--- config.mk ---
export PLATFORM = sky130hd
export DESIGN_NAME = send_data_fsm
export DESIGN_NICKNAME = d
export VERILOG_FILES = /design/src/rtl/send_data_fsm.sv
export SDC_FILE = /design/constraint.sdc
export NUM_CORES = 1
export LEC_CHECK = 0
export ABC_AREA = 0
export ABC_CLOCK_PERIOD_IN_PS = 2000
export BUFFER_PORTS_ARGS = -buffer_cell sky130_fd_sc_hd__buf_2
export CORE_MARGIN = 4
export CORE_UTILIZATION = 55
export CTS_CLUSTER_DIAMETER = 80
export DETAILED_ROUTE_END_ITERATION = 6
export HOLD_SLACK_MARGIN = 0.1
export PLACE_DENSITY = 0.79
export REMOVE_ABC_BUFFERS = 1
export SYNTH_ARGS = -nofsm -noshare
export SYNTH_HDL_FRONTEND = slang
export SYNTH_SLANG_ARGS = --single-unit
export TNS_END_PERCENT = 50
--- constraint.sdc ---
create_clock -name clk -period 2 [get_ports clk]
set_input_delay 0.3 -clock clk [delete_from_list [all_inputs] [get_ports clk]]
set_output_delay 0.3 -clock clk [all_outputs]
set_load 0.01 [all_outputs]
--- src/rtl/send_data_fsm.sv ---
// send_data_fsm
//
// Streaming transmitter that sits behind the command decoder. After a single
// en_send pulse the block stays armed until reset. Every accepted 16-bit sum
// sample is sent to the UART TX as one frame: {HEADER, MSB, LSB}, or
// {MSB, LSB} when HEADER_EN=0. Each byte goes out through a tx_start/tx_busy
// handshake. A sample that arrives while a frame is still in flight is dropped,
// and the sticky overrun flag is set.
//
// Parameters
//   HEADER       sync byte sent first in every frame
//   HEADER_EN    1: three-byte frame with header, 0: two-byte frame
//   ACK_TIMEOUT  cycles, counted from the tx_start cycle, to wait for tx_busy
//                to rise before the byte is treated as done (>= 2)
//
// Ports
//   clk          system clock
//   reset        synchronous, active-high
//   en_send      1-cycle pulse: start streaming (ignored once streaming)
//   sum_ready    1-cycle pulse: sum_data valid
//   sum_data     16-bit sample to transmit
//   tx_busy      UART TX busy
//   tx_start     1-cycle pulse: load tx_data into the UART TX
//   tx_data      byte to transmit; holds its value between tx_start pulses
//   sending      streaming enabled (sticky until reset)
//   frame_active a frame is in progress
//   overrun      sticky: at least one sample was dropped

module send_data_fsm #(
  parameter logic [7:0] HEADER      = 8'hA5,
  parameter bit         HEADER_EN   = 1'b1,
  parameter int         ACK_TIMEOUT = 16
) (
  input  logic        clk,
  input  logic        reset,
  input  logic        en_send,
  input  logic        sum_ready,
  input  logic [15:0] sum_data,
  input  logic        tx_busy,
  output logic        tx_start,
  output logic [7:0]  tx_data,
  output logic        sending,
  output logic        frame_active,
  output logic        overrun
);

  localparam int         NBYTES   = HEADER_EN ? 3 : 2;
  localparam logic [1:0] LAST_IDX = 2'(NBYTES - 1);
  // The counter only has to reach ACK_TIMEOUT-1.
  localparam int         TW       = (ACK_TIMEOUT > 2) ? $clog2(ACK_TIMEOUT) : 1;

  typedef enum logic [2:0] {
    S_OFF,
    S_WAIT_SAMPLE,
    S_SEND_BYTE,
    S_WAIT_ACK,
    S_WAIT_DONE
  } state_t;

  state_t        r_state,    w_state_nxt;
  logic [15:0]   r_shadow,   w_shadow_nxt;
  logic [1:0]    r_idx,      w_idx_nxt;
  logic [TW-1:0] r_tmo,      w_tmo_nxt;
  logic          r_tx_start, w_tx_start_nxt;
  logic [7:0]    r_tx_data,  w_tx_data_nxt;
  logic          r_sending,  w_sending_nxt;
  logic          r_overrun,  w_overrun_nxt;

  logic          w_frame_active;
  logic          w_byte_done;
  logic          w_last_done;
  logic [7:0]    w_byte;

  assign w_frame_active = (r_state == S_SEND_BYTE) ||
                          (r_state == S_WAIT_ACK)  ||
                          (r_state == S_WAIT_DONE);

  // Byte selected by the frame index. The header slot only exists when
  // HEADER_EN is set.
  always_comb begin
    w_byte = r_shadow[7:0];
    if (HEADER_EN) begin
      case (r_idx)
        2'd0:    w_byte = HEADER;
        2'd1:    w_byte = r_shadow[15:8];
        default: w_byte = r_shadow[7:0];
      endcase
    end else begin
      if (r_idx == 2'd0) w_byte = r_shadow[15:8];
    end
  end

  // State register
  always_ff @(posedge clk) begin
    if (reset) begin
      r_state    <= S_OFF;
      r_shadow   <= 16'h0000;
      r_idx      <= 2'd0;
      r_tmo      <= '0;
      r_tx_start <= 1'b0;
      r_tx_data  <= 8'h00;
      r_sending  <= 1'b0;
      r_overrun  <= 1'b0;
    end else begin
      r_state    <= w_state_nxt;
      r_shadow   <= w_shadow_nxt;
      r_idx      <= w_idx_nxt;
      r_tmo      <= w_tmo_nxt;
      r_tx_start <= w_tx_start_nxt;
      r_tx_data  <= w_tx_data_nxt;
      r_sending  <= w_sending_nxt;
      r_overrun  <= w_overrun_nxt;
    end
  end

  // Next-state and next-output logic
  always_comb begin
    w_state_nxt    = r_state;
    w_shadow_nxt   = r_shadow;
    w_idx_nxt      = r_idx;
    w_tmo_nxt      = r_tmo;
    w_tx_start_nxt = 1'b0;
    w_tx_data_nxt  = r_tx_data;
    w_sending_nxt  = r_sending;
    w_overrun_nxt  = r_overrun;
    w_byte_done    = 1'b0;

    case (r_state)
      S_OFF: begin
        // A sample that arrives before streaming is enabled is ignored silently.
        if (en_send) begin
          w_sending_nxt = 1'b1;
          w_state_nxt   = S_WAIT_SAMPLE;
        end
      end

      S_WAIT_SAMPLE: begin
        if (sum_ready) begin
          w_shadow_nxt = sum_data;
          w_idx_nxt    = 2'd0;
          w_state_nxt  = S_SEND_BYTE;
        end
      end

      S_SEND_BYTE: begin
        // Hold off until the UART has drained whatever it is still sending.
        if (!tx_busy) begin
          w_tx_start_nxt = 1'b1;
          w_tx_data_nxt  = w_byte;
          w_tmo_nxt      = '0;
          w_state_nxt    = S_WAIT_ACK;
        end
      end

      S_WAIT_ACK: begin
        // The first WAIT_ACK cycle is the tx_start cycle, so the counter value
        // ACK_TIMEOUT-1 marks the last cycle of the acknowledge window.
        if (tx_busy) begin
          w_state_nxt = S_WAIT_DONE;
        end else if (r_tmo == TW'(ACK_TIMEOUT - 1)) begin
          w_byte_done = 1'b1;
        end else begin
          w_tmo_nxt = r_tmo + TW'(1);
        end
      end

      S_WAIT_DONE: begin
        if (!tx_busy) w_byte_done = 1'b1;
      end

      default: w_state_nxt = S_OFF;
    endcase

    w_last_done = w_byte_done && (r_idx == LAST_IDX);

    if (w_byte_done) begin
      if (r_idx == LAST_IDX) begin
        // A sample that lands exactly on the completion of the last byte
        // starts the next frame directly, so WAIT_SAMPLE is skipped.
        if (sum_ready) begin
          w_shadow_nxt = sum_data;
          w_idx_nxt    = 2'd0;
          w_state_nxt  = S_SEND_BYTE;
        end else begin
          w_state_nxt  = S_WAIT_SAMPLE;
        end
      end else begin
        w_idx_nxt   = r_idx + 2'd1;
        w_state_nxt = S_SEND_BYTE;
      end
    end

    // Any other sample seen during a frame is dropped. The shadow register
    // is left unchanged so the frame in flight stays consistent.
    if (w_frame_active && sum_ready && !w_last_done) w_overrun_nxt = 1'b1;
  end

  assign tx_start     = r_tx_start;
  assign tx_data      = r_tx_data;
  assign sending      = r_sending;
  assign frame_active = w_frame_active;
  assign overrun      = r_overrun;

endmodule

==> qor.csv <==
stage,metric,value,unit
die,die width,65.4,um
clock_tree,H-tree lvl count,2,
die,# rows,20,
setup_path,Crit. End Element,primary output,
setup_path,"Buf+Inv Stages, Crit Path",2,
timing,setup TNS,0,ns
global_route,most used routing layer,met2,
timing,min cycle time layout,1.82,ns
global_route,Total Routing Usage GR,17.6,%
detailed_routing,drt wl/cell,12.6,um
timing,fmax,549,MHz
setup_path,reg-to-reg endpoint,r_shadow[2],
place,placed cells,270,
clock_tree,clk sinks,36,
power_and_ir_drop,pwr dens,832,nW/um^2
place,IO Port Bufs,32,
cells_and_area,fin cells,278,
logic_synthesis,post-synthesis xor/xnor area fraction,1.93,%
cells_and_area,NumNets Final,255,
detailed_routing,Remaining DRCs,0,
logic_synthesis,post-synthesis simple-gate area fraction,30.4,%
logic_synthesis,mux share of post-synthesis cell area,10.1,%
logic_synthesis,Synth Cell Area,1810,um^2
setup_path,reg2reg start,r_tmo[0],
timing,worst slew pin tran,0.455,ns
power_and_ir_drop,VDD IR max,0.000520,V
global_route,GR Layer Usage met1,24.7,%
die,Core Box Area,3100,um^2
min_path,Worst Hold End,r_shadow[5],
clock_tree,Clk Tree Root Cell,clkbuf_4,
place,Final HPWL DP,2450,um
clock_tree,post-CTS sizing,0,
setup_path,crit path kind,flip-flop to primary output,
detailed_routing,post-route ant nets,0,
logic_synthesis,post-synthesis cell type count,38,
setup_path,Reg2Reg Setup Slack,0.25,ns
min_path,Worst Hold Class,input pin to flip-flop,
logic_synthesis,largest family of logic cells by synthesized area,simple AND/OR/NAND/NOR gates,
setup_path,"CP delay by family, top",simple AND/OR/NAND/NOR gates,
min_path,hold_sp,sum_data[5],
timing,Final Slew Violations,0,
detailed_routing,WL final,3500,um
die,I/O pin cnt,33,
die,die area,4280,um^2
cells_and_area,area grow syn2layout,13.8,%
clock_tree,CTS tree,yes,
setup_path,crit path launch,r_state[0],
timing,Layout Skew,0.0164,ns
global_route,met3 Track Usage GR,4.10,%
setup_path,Crit path required time,1.70,ns
setup_path,worst-path fanout max,10,
cells_and_area,share of layout cells above drive strength 1,23.9,%
logic_synthesis,mean post-synth cell area,9.03,um^2
timing,Max-Slew Margin vs Limit,69.7,%
setup_path,crit-path max cell delay,0.40,ns
global_route,largest net degree at the start of global routing,33,
global_route,total global routing overflow,0,
min_path,Hold Path Depth,3,
logic_synthesis,"Seq/Total Area, Yosys",39.7,%
clock_tree,CTS max path bufs,2,
status,status,completed,
logic_synthesis,compound-cell area share of the yosys netlist,11.4,%
logic_synthesis,Ys Warns,0,
die,starting density of the core,58.5,%
cells_and_area,"most common cell after layout, fill and taps aside",nand2b_1,
cells_and_area,"commonest cells after routing, fill and taps aside","nand2b_1, dfxtp_1, buf_2",
logic_synthesis,largest area contributor in the netlist,dfxtp_1,
timing,"Hold Vio Cnt, Final",0,
logic_synthesis,Yosys reg bits,36,
timing,period utilization,91.0,%
logic_synthesis,top cell type's share of synthesized area,39.7,%
detailed_routing,vias,1507,
timing,Setup-failing EPs final,0,
job,# Max-Cap Violations,0,
detailed_routing,TritonRoute pass-1 iters,4,
logic_synthesis,Synth Area in Adders,0.690,%
setup_path,Worst Setup Start Kind,flip-flop,
setup_path,Crit-path slowest cell,dfxtp_1,
place,Placer Congestion,0.816,
logic_synthesis,synth top area cells,"dfxtp_1, nand2b_1, mux2i_1, nor3_1, a221oi_1",
global_route,initial antenna violation count,0,
power_and_ir_drop,Tot Pwr,1720,uW
global_route,vias in the first global route,1320,
setup_path,number of stages on the worst setup path,4,
detailed_routing,post-DR vias/cell,5.42,
logic_synthesis,post-synthesis cell count,201,
global_route,global routing usage on met2,26.5,%
clock_tree,"CTS clk-pin slew, worst paths",0.12,ns
setup_path,reg2reg path depth,6,
die,DIE HEIGHT,65.4,um
setup_path,WP data arrival,1.52,ns
cells_and_area,Final Util,66.5,%
clock_tree,"Hold-fix buffers, CTS",0,
clock_tree,setup repair bufs after CTS,0,
setup_path,CP cell instances,buf_4 -> or3b_1 -> nand2_1 -> buf_2,
detailed_routing,1st-iter DRT viols,103,
clock_tree,Worst-Skew Late Latency,0.34,ns
timing,RSZ-0062 raised after global routing,no,
timing,Hold WS,0.205,ns
clock_tree,CTS buffer count,5,
power_and_ir_drop,Leak,0.000799,uW
global_route,first-pass GRT wire length,5980,um
cells_and_area,ANT cells,0,
tightest hold or removal path: cells and delay by family:
kind,cells,cell delay [ns]
buffers and inverters,1,0.09
and+or+nand+nor,1,0.06
muxes,1,0.06
worst max path at each step:
stage	endpoint	slack, ns
after floorplan	r_shadow[0]	-0.29
after global placement	tx_data[1]	0.31
after detailed placement	r_shadow[2]	0.27
after CTS	frame_active	0.16
after global routing	r_shadow[2]	0.08
final	frame_active	0.18
metal layers:
metal,part of all wire [%],vias up
li1,-,772
met1,49,697
met2,45,33
met3,4.5,5
met4,0.97,0
met5,0,-
through the flow:
stage | cell area, um^2 | setup slack [ns]
final | 2060 | 0.180
after global routing | 2060 | 0.0756
after CTS | 2060 | 0.162
after detailed placement | 2000 | 0.274
after global placement | 2000 | 0.311
after floorplan | 1720 | -0.295
registers in the layout, summed over array words and instances, names as in the netlist, named ones only:
register  count
r_shadow     16
tx_data       8
r_tmo         4
r_state       3
overrun       1
sending       1
tx_start      1
final cells by class:
| cell class | instances | area, um^2 |
|---|---|---|
| timing repair buffer | 41 | 228 |
| multi-input combinational | 146 | 988 |
| clock buffer | 6 | 51.3 |
| sequential | 36 | 721 |
| clock inverter | 2 | 10.0 |
| tap | 44 | 55.1 |
| fill | 305 | 1040 |
| inverter | 3 | 11.3 |
logic make-up (layout without fill, tap and decap cells):
family | Yosys count | in the layout
AND/OR/NAND/NOR | 95 | 95
multiplexers | 18 | 18
flip-flops | 36 | 36
adder cells (fa/ha/maj) | 1 | 1
XOR/XNOR | 4 | 4
AO/OA/AOI/OAI | 28 | 28
buffers and inverters | 19 | 52
synthesized netlist by cell type, drive strengths merged:
cell type and n:
mux2 2, a311oi 2, o221ai 4, o41ai 1, nand2 10, dfxtp 36, buf 5, and3 2
nor2 11, nor4bb 1, nand2b 37, o21a 1, a21oi 8, nor2b 3, a221oi 7, a31oi 1
xor2 4, or3b 1, nand3 3, o21ai 2, clkbuf 11, a211oi 1, a21o 1, nor4 2
inv 3, nand4 1, nor4b 2, or3 2, and4 1, ha 1, nor3 14, mux2i 16
nor3b 4, or2 1
power breakdown:
| group | internal, uW | switching, uW | total [uW] |
|---|---|---|---|
| Combinational | 220 | 228 | 448 |
| Sequential | 784 | 76.2 | 860 |
| Clock | 167 | 242 | 409 |
(Power assumes the default switching activity.)
